--- config.mk ---
export PLATFORM = sky130hd
export DESIGN_NAME = fifo_wr_arbiter
export DESIGN_NICKNAME = d
export VERILOG_FILES = /design/src/rtl/fifo_wr_arbiter.sv
export SDC_FILE = /design/constraint.sdc
export NUM_CORES = 1
export LEC_CHECK = 0
export CAP_MARGIN = 20
export CORE_AREA = 8 8 57 77
export CTS_BUF_LIST = sky130_fd_sc_hd__clkbuf_4 sky130_fd_sc_hd__clkbuf_8 sky130_fd_sc_hd__clkbuf_16
export DETAILED_ROUTE_END_ITERATION = 16
export DIE_AREA = 0 0 65 85
export PLACE_DENSITY = 0.81
export SYNTH_ARGS = -nofsm -noshare
export SYNTH_HDL_FRONTEND = slang
export SYNTH_SLANG_ARGS = --single-unit
--- constraint.sdc ---
create_clock -name clk -period 6 [get_ports clk]
set_input_delay 0.9 -clock clk [delete_from_list [all_inputs] [get_ports clk]]
set_output_delay 0.9 -clock clk [all_outputs]
set_load 0.005 [all_outputs]
--- src/rtl/fifo_wr_arbiter.sv ---
`default_nettype none
// ============================================================================
// Module   : fifo_wr_arbiter
// Purpose  : Round-robin merge of NUM_REQ packet sources onto one sync-FIFO
//            write port; each grant is capped at BURST_MAX beats.
// Revision : 1.0 - initial release
// ============================================================================
module fifo_wr_arbiter #(
  parameter int NUM_REQ    = 4,
  parameter int DATA_WIDTH = 16,
  parameter int BURST_MAX  = 4
) (
  input  logic                          clk,
  input  logic                          rst,
  input  logic [NUM_REQ-1:0]            req_valid,
  input  logic [NUM_REQ*DATA_WIDTH-1:0] req_data,
  input  logic [NUM_REQ-1:0]            req_last,
  output logic [NUM_REQ-1:0]            req_ready,
  output logic [DATA_WIDTH-1:0]         fifo_din,
  output logic                          fifo_wr_en,
  input  logic                          fifo_full,
  output logic [$clog2(NUM_REQ)-1:0]    grant_id,
  output logic                          busy
);

  localparam int c_ID_W  = $clog2(NUM_REQ);
  localparam int c_CNT_W = $clog2(BURST_MAX + 1);
  localparam logic [c_CNT_W-1:0] c_BURST_LAST = c_CNT_W'(BURST_MAX - 1);
  localparam logic [c_ID_W-1:0]  c_ID_RESET   = c_ID_W'(NUM_REQ - 1);

  typedef enum logic [0:0] {
    S_IDLE  = 1'b0,
    S_GRANT = 1'b1
  } state_t;

  state_t               r_state;
  logic [c_CNT_W-1:0]   r_beat_cnt;

  logic [DATA_WIDTH-1:0] w_data [NUM_REQ];
  logic [c_ID_W-1:0]     w_next_id;
  logic                  w_found;
  logic                  w_sel_valid;
  logic                  w_sel_last;

  genvar gi;
  generate
    for (gi = 0; gi < NUM_REQ; gi++) begin : g_unpack
      assign w_data[gi] = req_data[gi*DATA_WIDTH +: DATA_WIDTH];
    end
  endgenerate

  function automatic logic [c_ID_W-1:0] rr_index(input logic [c_ID_W-1:0] base,
                                                 input int offset);
    return c_ID_W'((int'(base) + offset) % NUM_REQ);
  endfunction

  // Search starts one past the last grantee so every requester gets a turn.
  always_comb begin
    w_next_id = grant_id;
    w_found   = 1'b0;
    for (int k = 1; k <= NUM_REQ; k++) begin
      if (!w_found && req_valid[rr_index(grant_id, k)]) begin
        w_found   = 1'b1;
        w_next_id = rr_index(grant_id, k);
      end
    end
  end

  assign busy        = (r_state == S_GRANT);
  assign w_sel_valid = req_valid[grant_id];
  assign w_sel_last  = req_last[grant_id];
  assign fifo_din    = w_data[grant_id];
  assign fifo_wr_en  = busy & ~fifo_full & w_sel_valid;

  always_comb begin
    req_ready = '0;
    if (busy && !fifo_full) begin
      req_ready[grant_id] = 1'b1;
    end
  end

  always_ff @(posedge clk or posedge rst) begin
    if (rst) begin
      r_state    <= S_IDLE;
      grant_id   <= c_ID_RESET;
      r_beat_cnt <= '0;
    end else begin
      case (r_state)
        S_IDLE: begin
          if (w_found) begin
            r_state    <= S_GRANT;
            grant_id   <= w_next_id;
            r_beat_cnt <= '0;
          end
        end
        S_GRANT: begin
          // A stalled or idle grantee keeps the grant; only real writes advance it.
          if (fifo_wr_en) begin
            r_beat_cnt <= r_beat_cnt + 1'b1;
            if (w_sel_last || (r_beat_cnt == c_BURST_LAST)) begin
              r_state <= S_IDLE;
            end
          end
        end
        default: r_state <= S_IDLE;
      endcase
    end
  end

endmodule
`default_nettype wire

# Word-level counts from Yosys, hierarchy flattened
# Index checks and enable logic that the tools add are counted.
[totals]
reg_bits = 6
in_bits = 75
out_inout_bits = 24
[op_classes]
add_sub_neg = 5
magnitude_cmp = 7
eq_ne = 3
n_mux = 33
bitwise = 5
reduce_logical = 13
[ops]
columns = ["cell", "count"]
rows = [
  ["binary-select mux 16 bit (select 2 bit)", 1],
  ["two-way mux 16 bit", 2],
  ["< comparator 2 x 3 -> 1 bit, second input constant", 5],
  ["two-way mux 1 bit", 14],
  ["binary-select mux 1 bit (select 2 bit)", 6],
  ["two-way mux 2 bit", 4],
  ["two-way mux 3 bit", 2],
  ["one-hot mux 3 bit (2 select lines)", 1],
  ["logical AND 1 bit", 5],
  ["adder 2 x 1 -> 2 bit, second input constant", 2],
  ["adder 2 bit, second input constant", 2],
  ["zero test 1 bit", 4],
  ["two-way mux 4 bit", 1],
  ["inequality test 2 bit, second input constant", 2],
  ["nonzero test 4 bit", 1],
  ["adder 3 x 1 -> 3 bit, second input constant", 1],
  ["== test 3 x 2 -> 1 bit, second input constant", 1],
  ["greater-or-equal comparator 3 bit, second input constant", 1],
  ["inverter 2 -> 3 bit", 1],
  ["AND reduction 3 bit", 1],
  ["AND 1 bit", 2],
  ["demux 1 bit (select 2 bit)", 1],
  ["greater-or-equal comparator 2 x 1 -> 1 bit, second input constant", 1],
  ["inverter 1 bit", 2],
  ["3 further kinds", 3],
]

# Depth between registers and ports, before layout
# Gate-level depths: netlist of the first run.
[logic_depth]
depth_word = 15
mapped_depth = 9

# Worst setup path before layout of the first run
# Ideal clock, no wire load.
[synth_path]
kind = "input-to-output"
from = "input port req_valid[0]"
to = "output port fifo_wr_en"
t_arrival_ns = 1.660
required_ns = 5.100
path_slack_ns = 3.440
stages = 4
cell_sequence = "buf_2 mux4_2 nand3_2 inv_2"
[synth_between]
elab_chain_len = 3
[synth_rtl]
columns = ["item", "line", "source"]
rows = [
  ["from (decl)", "15", "input logic [NUM_REQ-1:0] req_valid,"],
  ["binary-select mux 1 bit (select 2 bit)", "70", "assign w_sel_valid = req_valid[grant_id];"],
  ["two-way mux 1 bit (not written as such)", "70", ""],
  ["AND 1 bit", "73", "assign fifo_wr_en = busy & ~fifo_full & w_sel_valid;"],
  ["to (decl)", "20", "output logic fifo_wr_en,"],
]
# No other way between the ends. The select of a mux whose other input is x is not followed.

# Worst setup path in the final report of the first run
# Ends and elaborated chain as after synthesis.

==> results of run 1 <==
stage by stage:
stage               utilization  cell area, µm²  power [W]  instances  hold slack [ps]
floorplan                     -             962   0.000392         78              456
global placement          0.592            1950   0.000613        208              476
detailed placement        0.592            1950   0.000628        208              489
CTS                       0.607            1990   0.000702        212              503
global route              0.607            1990   0.000742        212              511
finish                    0.607            1990   0.000693        212              506
sequential cells by signal, summed over array words and instances, names as in the netlist:
name	cells
busy	1
grant_id	2
r_beat_cnt	3
kinds of logic after synthesis:
logic type / after synthesis / synth area share
AOI/OAI and AO/OA: 12 / 0.0910
DFF: 6 / 0.159
adders and majority gates: 6 / 0.0780
and+or+nand+nor: 13 / 0.0741
buffers and inverters: 15 / 0.0767
muxes: 26 / 0.521
Yosys cell counts (2+ instances only):
master | n | area share
a21oi_1 | 3 | 0.016
a221oi_1 | 2 | 0.018
and3_1 | 4 | 0.026
buf_2 | 5 | 0.026
dfrtp_1 | 4 | 0.10
dfstp_2 | 2 | 0.055
ha_1 | 6 | 0.078
inv_1 | 6 | 0.023
mux2_2 | 3 | 0.035
mux2i_1 | 4 | 0.042
mux4_2 | 19 | 0.44
nor2_1 | 5 | 0.020
nor4_1 | 2 | 0.013
worst max-delay path, cell delays in order:
cell and delay (ps):
clkdlybuf4s50_1 550, mux4_2 560, nand3_2 120, inv_2 50, clkdlybuf4s50_1 440
cell usage in the layout (no fill, tap or decap):
cell type and instances:
dfrtp_1 4, mux2i_1 4, dfstp_2 2, a21o_1 1, inv_2 1, nor4_1 2
a21oi_1 3, nand3_2 1, nor3_1 1, o221ai_1 1, inv_1 6, mux2_2 3
o21ai_0 1, a221oi_1 2, and3_1 4, a2bb2oi_1 1, clkdlybuf4s50_1 98, a211oi_1 1
nor2_1 5, o2bb2ai_1 1, clkbuf_4 1, ha_1 6, a22o_1 1, mux4_2 19
clkbuf_8 3
layout make-up:
cell class / count / area (µm²)
inverters: 7 / 26.3
fillers: 288 / 1290
flip-flops and latches: 6 / 153
repair buffers: 98 / 981
clock buffers: 4 / 48.8
multi-input cells: 57 / 736
well taps: 40 / 50.0
report_power, final:
group          internal, W  leakage, nW  switching (W)
registers        0.0000640       0.0692      0.0000846
logic             0.000336        0.695       0.000137
clock network    0.0000504       0.0262      0.0000204
total             0.000451        0.790       0.000242
how the worst min path moves through the flow:
stage             startpoint            end  cells after the start
6_report       r_beat_cnt[2]  r_beat_cnt[2]                      1
5_1_grt        r_beat_cnt[1]  r_beat_cnt[1]                      1
4_1_cts        r_beat_cnt[1]  r_beat_cnt[1]                      1
3_5_place_dp   r_beat_cnt[1]  r_beat_cnt[1]                      1
3_3_place_gp   r_beat_cnt[2]  r_beat_cnt[2]                      1
2_1_floorplan  r_beat_cnt[2]  r_beat_cnt[2]                      1
per-layer routing:
metal	vias to the layer above	GRT usage	routed length [µm]
met1	523	0.190	1890
met2	86	0.277	2230
met4	0	0.0359	34
li1	509	-	-
met5	-	0	0
met3	4	0.0685	598
==> results.toml, run 1 <==
[timing]
fin_ws_ps = 2480
finalClockSkew_ps = 1.41
period_minus_slack_ps = 3520
max_freq_ghz = 0.284
finalSetupTns_ps = 0
tightest_slew_ps = 785
slew_headroom = 0.477
hold_viol = 0
setup_viol = 0
finalMaxSlewViolations = 0
fin_crit_sh = 0.587
rsz0062_at_grt = "no"

[grt]
antenna_found_initial = 0
grt_overflow = 0
grt_pass1_vias = 1230
grt_max_degree = 29
grtUsageTotal = 0.165
grt_pass1_wl_um = 7030

[route]
vias_per_cell = 5.29
drt_first_pass_iters = 4
drt_iter0_markers = 57
drcViolationCount = 0
vias = 1122
wl_per_cell_um = 22.4
postRouteWirelength_um = 4750
ant_nets = 0

[die]
start_util = 0.293
fp.dieH_um = 85
rows = 25
ios = 99
coreArea_um2 = 3280
die-area_um2 = 5530
dieWidth_um = 65

[cts]
cts_setup_buffers = 0
hold_buffers = 0
cts_resized = 0
cts_buffers = 3
htree_levels = 1
cts_tree = "built"
root_buffer = "clkbuf_8"
clk_pin_slew_ps = 40
cts.sinks = 6
clk_latency_ps = 230
clk_path_buf_depth = 2

[logic_synthesis]
synth_ff_type = "dfrtp_1"
yosysSeqAreaShare = 0.159
synth_edf_count = 0
yosysWarningCount = 0
syn_nets = 159
syn_area_um2 = 962
synth-seq-cells = 6
synth_area_per_cell_um2 = 12.3
ys_async_sr_fraction = 1.00
synth_cell_type_count = 26
synthCells = 78

[job]
cap_violations = 0

[place]
place.gp.congestion = 0.877
post-place-ws_ps = 2470
port_buffers = 98
dp_hpwl_um = 4050

[worst_setup_path]
critPathLaunch = "req_valid[0]"
regToRegStartpoint = "grant_id[0]"
cp-start-kind = "input port"
path_max_fanout = 9
arrival_ps = 2620
rr_worst_depth = 5
rrSetupSlack_ps = 3420
cp.required_ps = 5100
endpoint_kind = "primary output"
path_class = "in2out"
cp-endpoint = "fifo_wr_en"
r2r-end = "grant_id[1]"

[power]
p_per_area_nw_per_um2 = 347
vdd_drop_max_mv = 0.306
p_leak_nw = 0.790

[finish]
nets = 254
area_growth_pct = 107
antenna_cells = 0
final_layout_size_suffix_gt1_frac = 0.174

[status]
status = "finished clean"

[min_path]
hold_class = "reg2reg"
(Power assumes the default switching activity.)
==> inputs of run 2 (changes only) <==
--- a/config.mk
+++ b/config.mk
@@ -6,11 +6,11 @@
 export NUM_CORES = 1
 export LEC_CHECK = 0
 export CAP_MARGIN = 20
-export CORE_AREA = 8 8 57 77
+export CORE_AREA = 8 8 61 83
 export CTS_BUF_LIST = sky130_fd_sc_hd__clkbuf_4 sky130_fd_sc_hd__clkbuf_8 sky130_fd_sc_hd__clkbuf_16
 export DETAILED_ROUTE_END_ITERATION = 16
-export DIE_AREA = 0 0 65 85
-export PLACE_DENSITY = 0.81
+export DIE_AREA = 0 0 69 91
+export PLACE_DENSITY = 0.73
 export SYNTH_ARGS = -nofsm -noshare
 export SYNTH_HDL_FRONTEND = slang
 export SYNTH_SLANG_ARGS = --single-unit
==> constraint.sdc (replaced) <==
create_clock -name clk -period 3.2 [get_ports clk]
set_input_delay 0.48 -clock clk [delete_from_list [all_inputs] [get_ports clk]]
set_output_delay 0.48 -clock clk [all_outputs]
set_load 0.005 [all_outputs]
==> run 2 against run 1 <==
  * Sequential share of layout area is 0.10 points lower
  * Sequential power is 64% higher
  * First-iteration DRC count is 25% lower
  * Wire length is 4.6% lower
  * Via count is 4.4% higher
  * Largest cell class unchanged
  * Core utilization is 8.3 points lower
  * Clock-buffer cell count stayed put
  * Register-to-register slack worse by 2700 ps
  * Final cell count is 2.8% higher
  * Largest power group unchanged
  * Die area is 14% higher
  * Clock skew is 1.1 ps higher
  * Flip-flop and latch count stayed put
==> results.toml, run 2 (same netlist as run 1, synthesis figures left out) <==
[timing]
finalClockSkew_ps = 2.55
max_freq_ghz = 0.367
hold_viol = 0
tightest_slew_ps = 625
rsz0062_at_grt = "no"
fin_crit_sh = 0.852
slew_headroom = 0.584
fin_ws_ps = 474
period_minus_slack_ps = 2730
finalMaxSlewViolations = 0
finalSetupTns_ps = 0
setup_viol = 0

[power]
vdd_drop_max_mv = 0.508
p_per_area_nw_per_um2 = 653
p_leak_nw = 0.804

[route]
postRouteWirelength_um = 4530
ant_nets = 0
vias_per_cell = 5.37
drt_first_pass_iters = 5
wl_per_cell_um = 20.8
drcViolationCount = 0
drt_iter0_markers = 43
vias = 1171

[finish]
area_growth_pct = 110
final_cell_mix = "98 x clkdlybuf4s50_1, 19 x mux4_2, 6 x inv_1, 6 x ha_1, 5 x nor2_1"
final_cell_area_um2 = 2020
top_register = "r_beat_cnt"
largest_register_ffs = 3
antenna_cells = 0
nets = 257
final_layout_size_suffix_gt1_frac = 0.189
layout_commonest_cell = "clkdlybuf4s50_1"

[worst_setup_path]
path_class = "reg2out"
path_max_fanout = 19
cp.required_ps = 2720
cp_cell_sequence = "mux4_2, nand3_2, inv_2, clkdlybuf4s50_1"
crit_family = "flip-flops"
endpoint_kind = "primary output"
cp_slowest_cell = "dfstp_2"
crit_buf_inv = 2
max_stage_delay_ps = 800
arrival_ps = 2250
cp-start-kind = "register"

[place]
place.gp.congestion = 0.827
port_buffers = 98
dp_hpwl_um = 3920
placed_area_um2 = 1970
post-place-ws_ps = 535

[grt]
grtUsageTotal = 0.144
top_usage_layer = "met2"
grt.met1_usage = 0.158
globalRouteMet2Util = 0.237
grt_pass1_wl_um = 7410
antenna_found_initial = 0
grtUsageMet3 = 0.0654
grt_max_degree = 22
grt_pass1_vias = 1319
grt_overflow = 0

[cts]
clk_latency_ps = 230
cts_resized = 0
hold_buffers = 0
cts_buffers = 3
clk_pin_slew_ps = 40
root_buffer = "clkbuf_8"
cts_tree = "built"
clk_path_buf_depth = 2
cts_setup_buffers = 0
cts.sinks = 6
htree_levels = 1

[die]
ios = 99
dieWidth_um = 69
start_util = 0.250
rows = 27
coreArea_um2 = 3850
die-area_um2 = 6280
fp.dieH_um = 91

[min_path]
hold_class = "in2async"

[job]
cap_violations = 0

[status]
status = "finished clean"
[run 2: worst paths after layout]
kind,startpoint,end,slack (ps),cells past startpoint
worst min register to register,r_beat_cnt[2],r_beat_cnt[2],490,1
worst min-delay path,rst,r_beat_cnt[2],460,2
worst max register to register,grant_id[0],grant_id[1],750,5
max in group asynchronous,rst,grant_id[1],2480,2
min in group clk,r_beat_cnt[2],r_beat_cnt[2],490,1
worst max-delay path,grant_id[1],fifo_wr_en,470,4
[run 2: metrics by stage]
step                      power [W]  hold slack, ps  cells   util
after floorplan            0.000735             270     78      -
after global placement      0.00118             474    214  0.512
after detailed placement    0.00121             476    214  0.512
after CTS                   0.00134             465    218  0.525
after global routing        0.00142             495    218  0.525
final                       0.00132             465    218  0.525
[run 2: per-layer routing]
layer,routed length (µm),vias to the layer above,share of wire
met5,0,-,0
met4,142,0,0.031
met3,552,14,0.12
met2,2120,107,0.47
met1,1710,537,0.38
li1,-,513,-
[run 2: area by class of cell]
cell class,count,area [µm²]
fill,354,1830
timing repair buffer,101,1000
multi-input combinational,57,736
sequential,6,153
tap,43,53.8
clock buffer,4,48.8
inverter,7,26.3
[run 2: worst register-to-register path: cells and delay by family (launching register included)]
kind                       cells  cell delay (ps)
buffers and inverters          1              190
AOI/OAI and AO/OA              1              100
and+or+nand+nor                1              320
muxes                          1              360
DFF                            1              930
adders and majority gates      1              460
[run 2: power breakdown]
part	switching (W)	internal, W
clock	0.0000353	0.0000943
sequential	0.000125	0.000119
combinational	0.000295	0.000651
==> RTL change 1, RTL diff (config.mk and constraints of run 2) <==
Reset style: synchronous (`rst`), changed in one clocked block.
--- a/src/rtl/fifo_wr_arbiter.sv
+++ b/src/rtl/fifo_wr_arbiter.sv
@@ -81,3 +81,3 @@
 
-  always_ff @(posedge clk or posedge rst) begin
+  always_ff @(posedge clk) begin
     if (rst) begin
Formal check against the unedited RTL: differs if rst is asserted again (counterexample within 4 cycles, from zero or initial values and one cycle with rst high); with rst held inactive, the same outputs for 4 cycles.
==> RTL change 1 against run 2 <==
Count of clock-buffer cells in the layout shrank 1; power shrank 9.1%; fmax is essentially flat; final area grew 4.8%; sequential cell count is the same; area after synthesis grew 9.2%; wire length grew 11%; worst setup slack is essentially flat; critical path type unchanged; critical endpoint is now fifo_din[15]; largest cell class unchanged.
==> RTL change 1: results (changes against run 2) <==
Clock tree
  – # resized after CTS: 0 (unchanged)
  – Post-CTS Setup Bufs: 0 (unchanged)
  – Max clock buf depth: 2 (unchanged)
  – Clock latency at the later pin of the worst-skew pair: 0.22 ns

Placed design
  – Hpwl dp: 4430 um (+13%)
  – PortBufs: 98 (unchanged)
  – Gp weighted congestion: 0.866 (+4.7%)

Global routing
  – GRT Total Usage: 15.7% (+1.3 points)
  – Gr busiest metal: met2
  – GR Util met1: 17.0% (+1.1 points)
  – Initial antenna violation count: 0 (unchanged)
  – Largest net degree at the start of global routing: 23 (+4.5%)
  – GR Util met2: 26.8% (+3.1 points)
  – Met3 usage: 7.30% (+0.76 points)
  – Vias in the first global route: 1317 (-0.15%)
  – Global-route wire length before repair: 7950 um (+7.3%)

Worst setup path
  – R2R depth: 6 (+1)
  – Reg2reg end: grant_id[0]
  – Critical Path Max Stage Delay: 0.70 ns (-0.10 ns)
  – Crit path to: fifo_din[15]
  – CP Launch Point: grant_id[0]
  – Crit Path Max Fanout: 22 (+3)
  – Worst R2R Setup Slack: 0.89 ns (+0.14 ns)
  – Critical path's slowest cell: dfxtp_2

Yosys
  – Cell variety after synth: 30 (+15%)
  – Syn_nets: 166 (+4.4%)
  – Post-synth top cells: mux4_2 (20), dfxtp_1 (6), ha_1 (6)
  – Register area share after synthesis: 11.4% (-4.4 points)
  – Async SR Flop Fraction: 0% (-100 points)
  – Top_reg_cell synth: dfxtp_1
  – Synth area leaders: mux4_2 (43%), dfxtp_1 (11%), ha_1 (7.1%), a2111oi_4 (5.2%), mux2_4 (4.3%)

Final layout
  – Final nets: 267 (+3.9%)
  – Layout cells sized above 1: 19.0% (+0.16 points)
  – Max FFs per register: 3 (unchanged)
  – Fillers: 330 (-6.8%)
  – Reg with most FFs: r_beat_cnt

Hold path
  – Hold Path Origin: r_beat_cnt[2]
  – Hold path cells: 2
  – Hold WC Path Type: flop to flop

Power and ir drop
  – P_leak: 0.804 nW (about the same)
  – Worst VDD drop: 0.000473 V (-6.9%)

Detailed routing
  – Vias: 1221 (+4.3%)
  – DR WL/cell: 22.2 um (+6.6%)
  – Pre-Repair DR Iteration Count: 4 (-1)
  – 1st-iter DRT viols: 13 (-70%)

Timing
  – Worst slew pin tran: 0.714 ns (+0.0897 ns)
  – Final Hold Slack: 0.532 ns (+0.0672 ns)
  – Worst Clk Skew: 0.000401 ns (-0.00215 ns)

Run status
  – Status: complete, no violations
## RTL change 1: cell count changes after synthesis, moves of 4 or more
cell and change:
and3_1 -4, and2_1 +5, dfxtp_1 +6, a31oi_1 +4, dfrtp_1 -4, o211ai_1 +4
## RTL change 1: kinds of logic (layout without fill, tap and decap cells)
kind of cell	count (synthesis)	count (layout)	synth area share [%]
AOI/OAI and AO/OA	17	17	15.1
adders and majority gates	6	6	7.14
buffers and inverters	11	110	5.24
DFF	6	6	11.4
muxes	26	26	50.0
and+or+nand+nor	19	19	11.1
## RTL change 1: through the flow
stage                     power (mW)  utilization (%)  cells  instance area (um^2)  setup WS, ns
after floorplan                0.673                -     85                  1050         0.737
after global placement          1.08             53.9    224                  2080         0.547
after detailed placement        1.10             53.9    224                  2080         0.508
after CTS                       1.22             55.0    227                  2120         0.428
after global routing            1.29             55.0    227                  2120         0.324
final                           1.20             55.0    227                  2120         0.474
## RTL change 1: per-layer routing
layer	wire length (um)	share of wire (%)
met5	0	0
met2	2390	47
met4	101	2.0
met1	2020	40
met3	521	10
## RTL change 1: final cells by class
class	instances	share of cell area (%)
inverter	6	1.06
clock buffer	3	1.95
timing repair buffer	101	47.4
multi-input combinational	68	41.3
sequential	6	5.73
tap	43	2.54
## RTL change 1: worst min path at each step
| stage | end |
|---|---|
| after floorplan | r_beat_cnt[2] |
| after global placement | r_beat_cnt[2] |
| after detailed placement | r_beat_cnt[2] |
| after CTS | r_beat_cnt[2] |
| after global routing | r_beat_cnt[1] |
| final | r_beat_cnt[2] |
## RTL change 1: worst max-delay path: cells and delay by family, from the launching register on
| family | cells | cell delay [ns] |
|---|---|---|
| buffers and inverters | 2 | 0.79 |
| multiplexers | 1 | 0.53 |
| flip-flops | 1 | 0.70 |
## RTL change 1: report_power, final
part	total (mW)	internal, mW	switching [mW]
Sequential	0.153	0.0924	0.0604
Combinational	0.933	0.607	0.325
Clock	0.114	0.0809	0.0334
==> RTL change 2, RTL diff (config.mk and constraints of run 2) <==
Without the edit above. The parameter `DATA_WIDTH` goes from 16 to 18.
--- a/src/rtl/fifo_wr_arbiter.sv
+++ b/src/rtl/fifo_wr_arbiter.sv
@@ -9,3 +9,3 @@
   parameter int NUM_REQ    = 4,
-  parameter int DATA_WIDTH = 16,
+  parameter int DATA_WIDTH = 18,
   parameter int BURST_MAX  = 4
Interface: changed (resized fifo_din and req_data); port bits go from 99 to 109. No check against the original RTL was run, so the function may have changed too.
==> RTL change 2 against run 2 <==
Worst hold slack worse by 0.0028 ns; register-to-register slack hardly changed; wire length is 15% higher; worst setup slack worse by 0.030 ns; power is 6.4% higher; area after synthesis is 5.1% higher; largest power group unchanged; sequential cell count stayed put; highest routed layer unchanged; final area is 7.2% higher; synthesized cell count is 2.6% higher; combinational power is 13% higher.
==> RTL change 2: results (changes against run 2) <==
Placed design
  – PortBufs: 108 (+10%)
  – Hpwl dp: 4560 um (+16%)
  – Area after DPL: 0.00212 mm^2 (+7.4%)
  – Gp weighted congestion: 0.867 (+4.9%)

Power and ir drop
  – Sw frac: 34.7% (+0.24 points)
  – Worst VDD drop: 0.000590 V (+16%)
  – P_leak: 0.857 nW (+6.5%)

Yosys
  – Count leader, synth: mux4_2
  – Mapped cell area: 0.00101 mm^2 (+5.1%)
  – Syn_nets: 169 (+6.3%)
  – Post-synth top cells: mux4_2 (21), ha_1 (6), inv_1 (6)
  – Top_reg_cell synth: dfrtp_1
  – Synth area leaders: mux4_2 (47%), dfrtp_1 (9.9%), ha_1 (7.4%), dfstp_2 (5.2%), mux2i_1 (4.0%)
  – Register area share after synthesis: 15.1% (-0.77 points)
  – Post-Syn Instances: 80 (+2.6%)

Detailed routing
  – DR WL/cell: 22.7 um (+9.0%)
  – 1st-iter DRT viols: 46 (+7.0%)
  – Uppermost layer routed: met4
  – Met2 wire length: 2560 um (+21%)
  – Length of routed met3 wiring: 655 um (+19%)
  – Pre-Repair DR Iteration Count: 4 (-1)
  – Routed vias/inst: 5.31 (-1.2%)
  – M1 WL: 1980 um (+15%)

Final layout
  – Fraction of area in registers: 7.05% (-0.51 points)
  – Multi-Input Combinational: 59 (+3.5%)
  – Clk_buf instances: 4 (unchanged)
  – Final cell count without fillers: 230 (+5.5%)
  – Layout cells sized above 1: 18.7% (-0.14 points)
  – Reg with most FFs: r_beat_cnt
  – FF/Latch Area: 153 um^2 (unchanged)
  – Inverters: 7 (unchanged)
  – Clock-cell share of area: 2.25% (-0.16 points)
  – Non-clock buffer share: 51.0% (+1.3 points)
  – Final nets: 277 (+7.8%)
  – Repair and plain buffers: 111 (+9.9%)
  – Fraction of area in multi-input gates: 36.0% (-0.36 points)
  – Fillers: 325 (-8.2%)
  – N_diodes: 0 (unchanged)

Worst setup path
  – Critical path's slowest cell: dfstp_2
  – Crit Path Max Fanout: 14 (-5)
  – R2R depth: 6 (+1)
  – WP data arrival: 2.28 ns (+0.03 ns)
  – Critical Path Max Stage Delay: 0.77 ns (-0.03 ns)

Global routing
  – Gr busiest metal: met2
  – Largest net degree at the start of global routing: 22 (unchanged)
  – Met3 usage: 8.06% (+1.5 points)
  – GR Util met2: 27.9% (+4.2 points)
  – GR Util met1: 16.3% (+0.45 points)
  – GRT Total Usage: 15.7% (+1.3 points)
  – Global-route wire length before repair: 7810 um (+5.4%)
  – Vias in the first global route: 1292 (-2.0%)

Clock tree
  – Post-CTS Setup Bufs: 0 (unchanged)
  – Clock latency at the later pin of the worst-skew pair: 0.23 ns (about the same)
  – Root Driver: clkbuf_8
  – Max clock buf depth: 2 (unchanged)

Timing
  – Slew Limit Headroom: 66.4% (+8.0 points)
  – Worst Clk Skew: 0.00302 ns (+0.000468 ns)

Hold path
  – Hold WC Path Type: primary input to async pin

Run status
  – Status: complete, no violations
## RTL change 2: cell types whose count changed in the layout (fill, tap and decap cells not counted), sizes merged
cell and delta:
clkdlybuf4s50 +10, mux4 +2
## RTL change 2: power groups by stage
stage               combinational [mW]  clock [mW]  sequential [mW]
floorplan                        0.636           0            0.141
global placement                  1.06           0            0.196
detailed placement                1.09           0            0.203
CTS                               1.09       0.132            0.203
global route                      1.15       0.135            0.214
finish                            1.07       0.129            0.201
## RTL change 2: worst max path at each step
stage / to / slack (ns)
2_1_floorplan: grant_id[1] / 0.96
3_3_place_gp: fifo_wr_en / 0.59
3_5_place_dp: fifo_wr_en / 0.53
4_1_cts: fifo_din[9] / 0.42
5_1_grt: fifo_wr_en / 0.32
6_report: fifo_din[8] / 0.44
## RTL change 2: worst max-delay path: cells and delay by family (launching register included)
kind	cells	cell delay, ns
muxes	1	0.51
DFF	1	0.77
buffers and inverters	2	0.77
## RTL change 2: per-stage QoR
step | setup WS (ns) | hold WS, ns | total power [mW]
after global placement | 0.593 | 0.474 | 1.25
final | 0.445 | 0.462 | 1.40
after floorplan | 0.964 | 0.270 | 0.778
after CTS | 0.416 | 0.461 | 1.42
after global routing | 0.316 | 0.492 | 1.50
after detailed placement | 0.532 | 0.488 | 1.29
## RTL change 2: cells by family (layout without fill, tap and decap cells)
group                    after synthesis  in the layout  share of synthesized area [%]
AO/OA/AOI/OAI                         12             12                           8.66
adder cells (fa/ha/maj)                6              6                           7.43
buffers and inverters                 15            122                           7.67
flip-flops                             6              6                           15.1
multiplexers                          28             28                           54.1
AND/OR/NAND/NOR                       13             13                           7.05
